===== src/rtl/clk_period_meter.sv =====
// clk_period_meter: measures the period of an asynchronous clock (sig_in) in
// clk_in cycles, flags frequency lock and reports loss-of-signal timeouts.
// Optional feature macro: HIGH_TIME_MEASURE_EN adds high-time measurement;
// without it high_time is tied to zero and the port list is unchanged.
module clk_period_meter #(
  parameter int CNT_W       = 16,
  parameter int SYNC_STAGES = 2,
  parameter int LOCK_COUNT  = 4,
  parameter int TOL         = 1
) (
  input  logic             clk_in,
  input  logic             rst_n,
  input  logic             en,
  input  logic             sig_in,
  output logic [CNT_W-1:0] period,
  output logic             period_valid,
  output logic             locked,
  output logic             timeout,
  output logic             measuring,
  output logic [CNT_W-1:0] high_time
);

  localparam int               MW         = $clog2(LOCK_COUNT + 1);
  localparam logic [CNT_W-1:0] CNT_MAX    = '1;
  localparam logic [CNT_W-1:0] TOL_V      = CNT_W'(TOL);
  localparam logic [MW-1:0]    MATCH_FULL = MW'(LOCK_COUNT);

  typedef enum logic {
    IDLE,
    MEAS
  } state_t;

  state_t                 state;
  logic [SYNC_STAGES-1:0] sync_q;
  logic                   sig_s;
  logic                   sig_s_d;
  logic                   rise;
  logic [CNT_W-1:0]       cnt;
  logic [CNT_W-1:0]       diff;
  logic [MW-1:0]          match_cnt;
  logic [MW-1:0]          match_next;
  logic                   have_prev;

  assign sig_s     = sync_q[SYNC_STAGES-1];
  assign rise      = sig_s & ~sig_s_d;
  assign measuring = (state == MEAS);

  // Synchronize sig_in and keep one extra delayed copy for edge detection.
  always_ff @(posedge clk_in or negedge rst_n) begin
    if (!rst_n) begin
      sync_q  <= '0;
      sig_s_d <= 1'b0;
    end else begin
      sync_q  <= {sync_q[SYNC_STAGES-2:0], sig_in};
      sig_s_d <= sig_s;
    end
  end

  // Next match count: compare the period about to be stored with the previous one.
  always_comb begin
    diff       = (cnt >= period) ? (cnt - period) : (period - cnt);
    match_next = '0;
    if (have_prev && (diff <= TOL_V)) begin
      match_next = (match_cnt == MATCH_FULL) ? MATCH_FULL : (match_cnt + MW'(1));
    end
  end

  // Measurement FSM: period counter, lock tracking and timeout, all registered.
  always_ff @(posedge clk_in or negedge rst_n) begin
    if (!rst_n) begin
      state        <= IDLE;
      cnt          <= '0;
      period       <= '0;
      period_valid <= 1'b0;
      timeout      <= 1'b0;
      locked       <= 1'b0;
      match_cnt    <= '0;
      have_prev    <= 1'b0;
    end else begin
      period_valid <= 1'b0;
      timeout      <= 1'b0;
      if (!en) begin
        state     <= IDLE;
        cnt       <= '0;
        match_cnt <= '0;
        locked    <= 1'b0;
        have_prev <= 1'b0;
      end else begin
        case (state)
          IDLE: begin
            cnt <= '0;
            if (rise) begin
              state     <= MEAS;
              cnt       <= CNT_W'(1);
              have_prev <= 1'b0;
            end
          end
          MEAS: begin
            if (rise) begin
              period       <= cnt;
              period_valid <= 1'b1;
              cnt          <= CNT_W'(1);
              have_prev    <= 1'b1;
              match_cnt    <= match_next;
              locked       <= (match_next == MATCH_FULL);
            end else if (cnt == CNT_MAX) begin
              timeout   <= 1'b1;
              state     <= IDLE;
              cnt       <= '0;
              match_cnt <= '0;
              locked    <= 1'b0;
              have_prev <= 1'b0;
            end else begin
              cnt <= cnt + CNT_W'(1);
            end
          end
          default: state <= IDLE;
        endcase
      end
    end
  end

`ifdef HIGH_TIME_MEASURE_EN
  logic [CNT_W-1:0] hcnt;

  // High-time counter follows the same period boundaries as cnt; it never
  // exceeds cnt, so it cannot wrap.
  always_ff @(posedge clk_in or negedge rst_n) begin
    if (!rst_n) begin
      hcnt      <= '0;
      high_time <= '0;
    end else if (!en) begin
      hcnt <= '0;
    end else if (state == IDLE) begin
      hcnt <= rise ? CNT_W'(sig_s) : '0;
    end else if (rise) begin
      high_time <= hcnt;
      hcnt      <= CNT_W'(sig_s);
    end else if (cnt == CNT_MAX) begin
      hcnt <= '0;
    end else begin
      hcnt <= hcnt + CNT_W'(sig_s);
    end
  end
`else
  assign high_time = '0;
`endif

endmodule


===== config.mk =====
export PLATFORM = sky130hd
export DESIGN_NAME = clk_period_meter
export DESIGN_NICKNAME = d
export VERILOG_FILES = /design/src/rtl/clk_period_meter.sv
export SDC_FILE = /design/constraint.sdc
export NUM_CORES = 1
export LEC_CHECK = 0
export ABC_CLOCK_PERIOD_IN_PS = 2770
export CAP_MARGIN = 40
export CORE_MARGIN = 2
export CORE_UTILIZATION = 30
export CTS_CLUSTER_SIZE = 16
export DETAILED_ROUTE_END_ITERATION = 10
export GPL_TIMING_DRIVEN = 0
export PLACE_DENSITY = 0.58
export SYNTH_ARGS = -nofsm -noshare
export SYNTH_HDL_FRONTEND = slang
export SYNTH_SLANG_ARGS = --single-unit

===== constraint.sdc =====
create_clock -name clk_in -period 2.77 [get_ports clk_in]
set_input_delay 0.277 -clock clk_in [delete_from_list [all_inputs] [get_ports clk_in]]
set_output_delay 0.277 -clock clk_in [all_outputs]
set_load 0.03 [all_outputs]

==> results of run 1 <==
[synth_stat cells (all sizes together), types with 6 or more instances]
master and count:
a21oi 37, inv 44, nand4 8, nand3 12, nor2 41, o21ai 37, o21a 7, clkbuf 7
ha 34, buf 25, xnor2 17, o31ai 6, nor3 11, nor4 6, o211ai 7, nor2b 6
nand2 54, dfrtp 43
[layout make-up]
class	instances	area, µm²
inverters	44	165
clock buffers	5	125
well taps	147	184
clock inverters	3	20.0
plain buffers	32	200
fillers	1242	7430
flip-flops and latches	43	1080
multi-input cells	356	2400
repair buffers	37	358
[critical path, delay by kind of cell (launching register included)]
kind                     cells  cell delay [ns]
AO/OA/AOI/OAI                6             1.17
adder cells (fa/ha/maj)      2             0.49
buffers and inverters        2             0.13
flip-flops                   1             0.46
AND/OR/NAND/NOR              2             0.57
[power groups by stage]
stage               registers (W)  logic (W)  clock network (W)
detailed placement       0.000662   0.000330                  0
global placement         0.000661   0.000323                  0
global route             0.000653   0.000435           0.000630
CTS                      0.000652   0.000358           0.000602
floorplan                0.000673   0.000237                  0
finish                   0.000652   0.000403           0.000585
[metal layers]
metal	track usage (%)	up-vias	routed length, µm
met5	0	-	0
met4	3.82	0	175
met3	2.01	15	304
met2	24.1	80	4390
met1	20.9	1614	4670
li1	-	1672	-
[metrics by stage]
step           util (%)  total power (W)  setup TNS [ns]  instances
2_1_floorplan         -         0.000910               0        475
3_3_place_gp       34.6         0.000984           -1.38        645
3_5_place_dp       34.7         0.000992           -1.60        646
4_1_cts            37.0          0.00161          -0.591        662
5_1_grt            37.9          0.00172           -1.04        667
6_report           37.9          0.00164          -0.531        667
[state kept, by name, indices dropped and copies added, names as in the netlist]
signal / flops
have_prev: 1
measuring: 1
match_cnt: 3
sig_s_d: 1
cnt: 16
locked: 1
timeout: 1
period: 16
period_valid: 1
sync_q: 2
[cells in the final DEF, fill, tap and decap left out, drive strengths merged, types with 5 or more instances in the layout]
cell	instances
xnor2	17
nand3	12
clkdlybuf4s50	22
o21ai	37
o211ai	7
ha	34
o31ai	6
nor3	11
nor2b	6
inv	44
a21oi	37
buf	39
nand2	54
conb	16
xor2	5
nand4	8
o21a	7
nor2	41
clkbuf	12
nor4	6
dfrtp	43
[cell families after synthesis]
group | count (synthesis) | synth area share [%]
AO/OA/AOI/OAI | 123 | 21.7
XOR/XNOR | 22 | 5.26
adder cells (fa/ha/maj) | 36 | 12.7
buffers and inverters | 76 | 9.90
flip-flops | 43 | 29.4
multiplexers | 5 | 1.40
other | 1 | 0.102
AND/OR/NAND/NOR | 154 | 19.6
[how the worst min path moves through the flow]
| stage | from | endpoint | slack, ns | depth (start not counted) |
|---|---|---|---|---|
| after floorplan | rst_n | cnt[0] | -0.02 | 0 |
| after global placement | sync_q[0] | sync_q[1] | 0.34 | 0 |
| final | sync_q[0] | sync_q[1] | 0.35 | 0 |
| after CTS | sync_q[0] | sync_q[1] | 0.35 | 0 |
| after detailed placement | rst_n | period[5] | 0.16 | 1 |
| after global routing | sync_q[0] | sync_q[1] | 0.37 | 0 |
[repair_timing]
item / in CTS / in global routing
hold endpoints to repair: 9 / 0
setup endpoints to repair: 4 / 14
gates resized for setup: 11 / 19
hold buffers: 1 / 0
buffers inserted: 7 / 5
pin swaps: 18 / 13
==> metrics.md, run 1 <==
| Metric | Value |
|---|---|
| GRT Total Usage | `14.9%` |
| Worst R2R Start | `cnt[0]` |
| Post-synth EDFFs | `0` |
| Place WS | `-0.418 ns` |
| Vias per Instance | `5.07` |
| Crit Path Class | `flip-flop to flip-flop` |
| Worst Path Required | `2.97 ns` |
| Most numerous cell on the critical path | `inv_2` |
| Comb pwr share | `24.6%` |
| Max Cap Viol | `0` |
| Core ar. | `12000 µm²` |
| Flop pwr share | `roughly 40%` |
| Fin. max-slew vios | `0` |
| Fin nets | `about 560` |
| Initial core utilization | `30.6%` |
| PortBufs | `23` |
| Min Tclk post-route | `~3 ns` |
| DRT antenna net count | `0` |
| Worst Setup SP | `cnt[0]` |
| Synth Flop Type | `dfrtp_1` |
| Number of buffers created by CTS | `5` |
| Clock Sinks | `43` |
| P per Cell Area | `362 nW/µm²` |
| Drc violations | `0` |
| Async SR Flop Fraction | `100%` |
| Avg WL per Cell | `14.3 µm` |
| Drt pass-1 iters | `5` |
| H-tree depth | `2` |
| Ranking of synthesized cells by area | `dfrtp_1 (29%), ha_1 (12%), nand2_1 (5.5%)` |
| Crit path DAT | `3.13 ns` |
| Synth top area share | `29.4%` |
| Post-DP HPWL | `7500 µm` |
| Area Growth Syn to Fin | `23.7%` |
| Synthesis-stage register bit count | `43` |
| NetSw | `between 0.0004 and 0.0005 W` |
| CP max stage cell | `dfrtp_2` |
| CTS tree | `yes` |
| Clock root cell | `clkbuf_16` |
| Total gr overflow | `0` |
| Lkg Pwr | `1.95 nW` |
| Failing checks | `negative setup slack` |
| Cell Area, Synth | `3660 µm²` |
| Vias in the first global route | `3081` |
| Cell count after synthesis | `460` |
| Clock Latency Late Sink | `between 0.2 and 0.3 ns` |
| Final Hold Viols | `0` |
| Internal power | `around 0.0012 W` |
| Post-Place Cell Area | `4160 µm²` |
| RSZ-0062 raised after global routing | `yes` |
| Post-synthesis sequential area ratio | `29.4%` |
| Min Hold Slack | `0.351 ns` |
| First-pass GRT wire length | `15600 µm` |
| Max clock buf depth | `2` |
| Total inserted antenna cells | `0` |
| FP Rows | `40` |
| R2R Setup Slk | `-0.16 ns` |
| Yosys top cell by area | `dfrtp_1` |
| Clk slew on worst S/H paths | `0.06 ns` |
| Crit-path max FO | `5` |
| Fmax | `0.341 GHz` |
| Max incr delay on CP | `0.46 ns` |
| I/O pins | `40` |
| Sw Share | `approximately 30%` |
| Die width | `115 µm` |
| Layout cells sized above 1 | `about 15%` |
| Post-Route WL | `9540 µm` |
| Final setup margin | `-0.160 ns` |
| Crit path capture | `match_cnt[1]` |
| Fin crit share | `106%` |
| Synth cell types | `56` |
| Antenna violations before repair | `0` |
| DRT iter0 DRCs | `255` |
| Die H | `~110 µm` |
| Avg Inst Size Synth | `7.97 µm²` |
| Largest net degree at the start of global routing | `35` |
| Critical Path End Type | `flip-flop` |
| Startpoint Class | `flip-flop` |
| Die area | `13100 µm²` |
| R2R cell count | `12` |
| Vias | `between 3k and 4k` |
| Final setup fails | `4` |
| Clk_skew | `0.00305 ns` |
| Cell Chain, Critical Path | `inv_2 > ha_4 > inv_2 > fa_2 > a211oi_4 > o211ai_2 > a21oi_4 > a21boi_4 > or2_4 > nor4_4 > o221ai_2 > o31ai_1` |
| R2r endpoint | `match_cnt[1]` |
| Slew @ Worst Pin | `approximately 0.74 ns` |
| Hold Path Class | `flip-flop to flip-flop` |
| Status | `finished, violations left` |
| Slew margin rel. | `roughly half` |
| Warnings, synthesis | `0` |
| Clock Power Share | `35.7%` |
| Max VDD drop | `0.000227 V` |
| GP Congestion | `0.927` |
| Final non-filler cell area | `4530 µm²` |
Note: power is estimated with default switching activity, not from simulation.
==> run 2: changes to the inputs <==
Settings changed: PLACE_DENSITY 0.58 to not set.
==> run 2 against run 1 <==
The flow still finishes with violations (negative setup slack); non-clock buffer count increased by 1; final area grew 0.83%; via count is 1.7% higher; highest routed layer unchanged; power up 1.4%; maximum frequency decreased by 0.84%; wire length grew 3.8%; largest power group unchanged; largest cell class unchanged; critical path depth unchanged; clock-buffer cell count is 2 higher; clock power rose by 4.1%.
==> metrics.md, run 2 (same netlist as run 1, synthesis figures left out) <==
| Metric | Value |
|---|---|
| Status | `finished, violations left` |
| Failing checks | `negative setup slack` |
| GP Congestion | `between 0.9 and 1` |
| Number of buffers created by CTS | `5` |
| I/O pins | `40` |
| Area Growth Syn to Fin | `24.8%` |
| First-pass GRT wire length | `between 15000 and 20000 µm` |
| Sw Share | `29.3%` |
| Core ar. | `around 12000 µm²` |
| Hold Path Class | `flip-flop to flip-flop` |
| Max incr delay on CP | `0.45 ns` |
| Internal power | `0.00118 W` |
| Max Cap Viol | `0` |
| Drc violations | `0` |
| Dpl cells | `646` |
| Die area | `between 10000 and 15000 µm²` |
| Worst R2R Start | `cnt[0]` |
| Clk_skew | `approximately 0.0051 ns` |
| Crit Path Class | `flip-flop to flip-flop` |
| Final setup fails | `4` |
| Initial core utilization | `between 30% and 40%` |
| Clk slew on worst S/H paths | `0.06 ns` |
| Most common cell after layout, fill and taps aside | `nand2_1` |
| Fin nets | `560` |
| Vias | `3437` |
| H-tree depth | `2` |
| Max clock buf depth | `2` |
| HP Start | `sync_q[0]` |
| Sequential Area | `around 1100 µm²` |
| Worst Path Required | `2.93 ns` |
| Clock Latency Late Sink | `0.29 ns` |
| Fmax | `around 0.34 GHz` |
| PortBufs | `23` |
| Slew margin rel. | `62.9%` |
| Die H | `approximately 110 µm` |
| Fin crit share | `107%` |
| FP Rows | `40` |
| Post-DP HPWL | `7560 µm` |
| Min Tclk post-route | `2.95 ns` |
| Largest registers | `cnt: 16 flops, period: 16 flops, match_cnt: 3 flops` |
| Antenna violations before repair | `0` |
| Clock Power Share | `36.6%` |
| Crit-path max FO | `6` |
| Layout cells sized above 1 | `16.5%` |
| NetSw | `0.000488 W` |
| Total gr overflow | `0` |
| Crit path DAT | `3.12 ns` |
| Final setup margin | `-0.185 ns` |
| Fillcell total | `1204` |
| Buf+Inv Stages, Crit Path | `2` |
| Avg WL per Cell | `14.8 µm` |
| DRT iter0 DRCs | `225` |
| Final Hold Viols | `0` |
| Critical Path End Type | `flip-flop` |
| CTS tree | `yes` |
| Crit-path leading delay family | `compound AO/OA/AOI/OAI gates` |
| P per Cell Area | `between 300 and 400 nW/µm²` |
| Most frequent cells in the layout | `nand2_1 (53), inv_1 (42), nor2_1 (40), dfrtp_1 (40), o21ai_0 (34)` |
| Comb pwr share | `24.3%` |
| Cell Chain, Critical Path | `inv_2 > ha_4 > inv_2 > fa_2 > a211oi_4 > o211ai_2 > a21oi_4 > a21boi_4 > o221a_4 > or3_1 > o211ai_1 > o31ai_2` |
| Vias in the first global route | `3152` |
| Die width | `115 µm` |
| Startpoint Class | `flip-flop` |
| Clock Sinks | `between 40 and 50` |
| Slew @ Worst Pin | `0.557 ns` |
| Fin. max-slew vios | `0` |
| Post-Route WL | `around 9900 µm` |
| Multi-input gate area | `2430 µm²` |
| Most numerous cell on the critical path | `inv_2` |
| Max VDD drop | `0.000205 V` |
| Drt pass-1 iters | `5` |
| Largest net degree at the start of global routing | `35` |
| Flop pwr share | `39.1%` |
| Cell Count, Final, Fillers Out | `668` |
| Lkg Pwr | `1.98 nW` |
| Worst Setup SP | `cnt[0]` |
| Clock root cell | `clkbuf_16` |
| RSZ-0062 raised after global routing | `yes` |
| GRT Total Usage | `15.3%` |
| Final core utilization | `38.2%` |
| DRT antenna net count | `0` |
| Total inserted antenna cells | `0` |
| Vias per Instance | `5.15` |
| CP max stage cell | `dfrtp_2` |
[run 2: changes by cell type in the layout (fill, tap and decap cells not counted), moves of 2 or more]
cell / before / now
a21oi_1: 35 / 33
a21oi_2: 1 / 3
clkinvlp_4: 2 / 0
nor4_4: 2 / 4
o21ai_1: 4 / 2
[run 2: path summary, 6_finish.rpt]
path / endpoint / slack, ns / cells past startpoint
min: sync_q[1] / 0.35 / 0
max: match_cnt[2] / -0.18 / 12
max in group asynchronous: cnt[0] / 1.91 / 3
min in group asynchronous: period[5] / 0.38 / 2
max reg2reg: match_cnt[2] / -0.18 / 12
min reg2reg: sync_q[1] / 0.35 / 0
[run 2: power groups by stage]
| stage | registers, W | clock network [W] | logic [W] |
|---|---|---|---|
| finish | 0.000651 | 0.000609 | 0.000403 |
| global route | 0.000652 | 0.000644 | 0.000435 |
| CTS | 0.000651 | 0.000619 | 0.000359 |
| detailed placement | 0.000662 | 0 | 0.000330 |
| global placement | 0.000661 | 0 | 0.000324 |
| floorplan | 0.000673 | 0 | 0.000237 |
[run 2: per-stage QoR]
stage / area (µm²) / setup TNS [ns] / total power (W) / setup slack (ns) / hold slack (ns)
final: 4570 / -0.715 / 0.00166 / -0.185 / 0.347
after global routing: 4570 / -1.13 / 0.00173 / -0.294 / 0.354
after detailed placement: 4160 / -1.38 / 0.000992 / -0.362 / 0.163
after floorplan: 3730 / 0 / 0.000910 / 0.0286 / -0.0186
after CTS: 4420 / -0.722 / 0.00163 / -0.190 / 0.351
after global placement: 4140 / -1.39 / 0.000985 / -0.362 / 0.335
[run 2: per-layer routing]
metal	GRT usage, %	vias to the layer above	share of wire, %	wire length (µm)
li1	-	1680	-	-
met1	20.5	1628	45	4470
met2	24.4	105	46	4560
met3	1.75	24	4.4	434
met4	7.56	0	4.4	432
met5	0	-	0	0
[run 2: area by class of cell]
cell class | count | share of cell area (%)
buffer | 32 | 4.41
sequential | 43 | 23.6
inverter | 44 | 3.61
timing repair buffer | 38 | 7.80
clock buffer | 7 | 3.12
clock inverter | 1 | 0.192
multi-input combinational | 356 | 53.2
tap | 147 | 4.02
[run 2: repair_timing]
item / 4_1_cts / 5_1_grt
hold buffers: 1 / 0
endpoints found under the hold margin: 9 / 0
setup buffers: 10 / 3
setup endpoints to repair: 4 / 14
gates resized for setup: 8 / 31
pin swaps: 19 / 16
==> run 3: changes to the inputs <==
Settings changed: GPL_TIMING_DRIVEN 0 to not set.
==> run 3 against run 2 <==
Die area stayed put; the flow still finishes with violations (negative setup slack); core utilization rose by 0.85 points; combinational power decreased by 3%; cell count is 2.4% higher; register-to-register slack gained 0.06 ns; critical path depth rose by 1; global-route usage is 0.25 points higher; critical endpoint is now match_cnt[1]; hold slack gained 0.0032 ns; sequential share of layout area fell by 0.54 points.
==> metrics.md, run 3 (same netlist as run 1, synthesis figures left out) <==
| Metric | Value |
|---|---|
| Status | `finished, violations left` |
| Failing checks | `negative setup slack` |
| R2r endpoint | `match_cnt[1]` |
| Fin nets | `~580` |
| Total gr overflow | `0` |
| Clk slew on worst S/H paths | `0.06 ns` |
| H-tree depth | `2` |
| Fmax | `0.346 GHz` |
| Max Cap Viol | `0` |
| Final setup margin | `-0.124 ns` |
| Vias | `3418` |
| Drt pass-1 iters | `5` |
| Crit-path max FO | `4` |
| Die H | `115 µm` |
| Max clock buf depth | `2` |
| P per Cell Area | `358 nW/µm²` |
| Max VDD drop | `0.000194 V` |
| Setup TNS | `-0.386 ns` |
| First-pass GRT wire length | `16100 µm` |
| Vias in the first global route | `3211` |
| Clock root cell | `clkbuf_16` |
| R2R cell count | `13` |
| Fin crit share | `104%` |
| Comb pwr share | `23.4%` |
| Hold EP | `sync_q[1]` |
| Fillcell total | `1218` |
| Clock Sinks | `43` |
| Crit path DAT | `about 3 ns` |
| Buf+Inv Stages, Crit Path | `3` |
| Final core utilization | `around 39%` |
| GP Congestion | `0.988` |
| FP Rows | `40` |
| RSZ-0062 raised after global routing | `yes` |
| Max incr delay on CP | `between 0.3 and 0.4 ns` |
| Most frequent cells in the layout | `buf_4 (59), nand2_1 (54), nor2_1 (41), dfrtp_1 (41), inv_1 (40)` |
| Sw Share | `28.4%` |
| Crit-path leading delay family | `compound AO/OA/AOI/OAI gates` |
| CTS tree | `yes` |
| Largest registers | `cnt: 16 flops, period: 16 flops, match_cnt: 3 flops` |
| NetSw | `0.000475 W` |
| Flop pwr share | `between 30% and 40%` |
| Lkg Pwr | `2.06 nW` |
| Die width | `115 µm` |
| Antenna violations before repair | `0` |
| Crit Path Class | `flip-flop to flip-flop` |
| Die area | `13100 µm²` |
| Layout cells sized above 1 | `18.8%` |
| PortBufs | `23` |
| Area Growth Syn to Fin | `27.5%` |
| Startpoint Class | `flip-flop` |
| Clock Latency Late Sink | `0.29 ns` |
| Sequential Area | `1080 µm²` |
| Hold Path Class | `flip-flop to flip-flop` |
| Min Tclk post-route | `2.89 ns` |
| Most common cell after layout, fill and taps aside | `buf_4` |
| Largest net degree at the start of global routing | `34` |
| Drc violations | `0` |
| Final Hold Viols | `0` |
| I/O pins | `40` |
| Vias per Instance | `5.00` |
| R2R Setup Slk | `-0.12 ns` |
| Clk_skew | `0.00285 ns` |
| Total inserted antenna cells | `0` |
| Post-Route WL | `between 9000 and 10000 µm` |
| Avg WL per Cell | `14.6 µm` |
| Critical Path End Type | `flip-flop` |
| CP max stage cell | `fa_2` |
| Fin. max-slew vios | `0` |
| Multi-input gate area | `2370 µm²` |
| Initial core utilization | `between 30% and 40%` |
| DRT iter0 DRCs | `231` |
| DRT antenna net count | `0` |
| Final setup fails | `4` |
| Worst R2R Start | `cnt[0]` |
| Core ar. | `12000 µm²` |
| Number of buffers created by CTS | `5` |
| Cell Chain, Critical Path | `buf_6 > ha_4 > inv_2 > fa_2 > a21o_1 > a221oi_2 > buf_4 > o21a_1 > o21ai_2 > mux2i_2 > nor4_4 > o221ai_2 > o31ai_2` |
| Cells on Worst Hold Path | `0` |
| Internal power | `~0.0012 W` |
| Worst Path Required | `approximately 3.0 ns` |
| Clock Power Share | `37.8%` |
| GRT Total Usage | `15.5%` |
| HP Start | `sync_q[0]` |
| Post-DP HPWL | `8030 µm` |
[run 3: worst register-to-register path, cell delays in order (launching register included)]
cell	delay [ns]
dfrtp_1	0.38
buf_6	0.12
ha_4	0.13
inv_2	0.04
fa_2	0.39
a21o_1	0.19
a221oi_2	0.24
buf_4	0.15
o21a_1	0.16
o21ai_2	0.08
mux2i_2	0.18
nor4_4	0.30
o221ai_2	0.18
o31ai_2	0.27
[run 3: final cells by class]
type | instances | area share (%)
clock buffers | 8 | 3.35
repair buffers | 86 | 15.4
inverters | 44 | 3.53
multi-input cells | 356 | 50.7
flip-flops and latches | 43 | 23.1
well taps | 147 | 3.94
[run 3: repair_timing]
| action | in CTS | in global routing |
|---|---|---|
| setup buffers | 5 | 2 |
| pin swaps | 10 | 15 |
| endpoints found under the setup margin | 4 | 4 |
| hold buffers | 1 | 0 |
| hold endpoints to repair | 10 | 0 |
| resized for setup | 6 | 17 |
[run 3: per-layer routing]
| metal | wire length [µm] | GRT usage, % | vias to the layer above |
|---|---|---|---|
| met5 | 0 | 0 | - |
| met4 | 209 | 5.45 | 0 |
| met3 | 412 | 1.59 | 15 |
| met2 | 4600 | 25.5 | 98 |
| met1 | 4750 | 21.3 | 1601 |
| li1 | - | - | 1704 |
[run 3: worst max path at each step]
stage              start           end  depth (start not counted)
2_1_floorplan  period[0]        locked                         11
3_3_place_gp      cnt[0]  match_cnt[2]                         12
3_5_place_dp      cnt[0]  match_cnt[1]                         12
4_1_cts        period[0]  match_cnt[1]                         13
5_1_grt           cnt[0]  match_cnt[1]                         13
6_report          cnt[0]  match_cnt[1]                         13
[run 3: stage by stage]
step                      cells  total power, W  setup WS (ns)  hold slack (ns)  area, µm²
final                       684         0.00167         -0.124            0.351       4670
after global routing        684         0.00174         -0.300            0.360       4670
after CTS                   683         0.00166        -0.0564            0.354       4600
after detailed placement    669         0.00101         -0.166            0.178       4370
after global placement      668         0.00100        -0.0809            0.332       4350
after floorplan             475        0.000910         0.0286          -0.0186       3730
[run 3: power groups by stage]
| stage | combinational [W] | sequential, W | clock [W] |
|---|---|---|---|
| finish | 0.000392 | 0.000648 | 0.000631 |
| global route | 0.000424 | 0.000649 | 0.000669 |
| CTS | 0.000367 | 0.000647 | 0.000642 |
| detailed placement | 0.000348 | 0.000660 | 0 |
| global placement | 0.000344 | 0.000659 | 0 |
| floorplan | 0.000237 | 0.000673 | 0 |
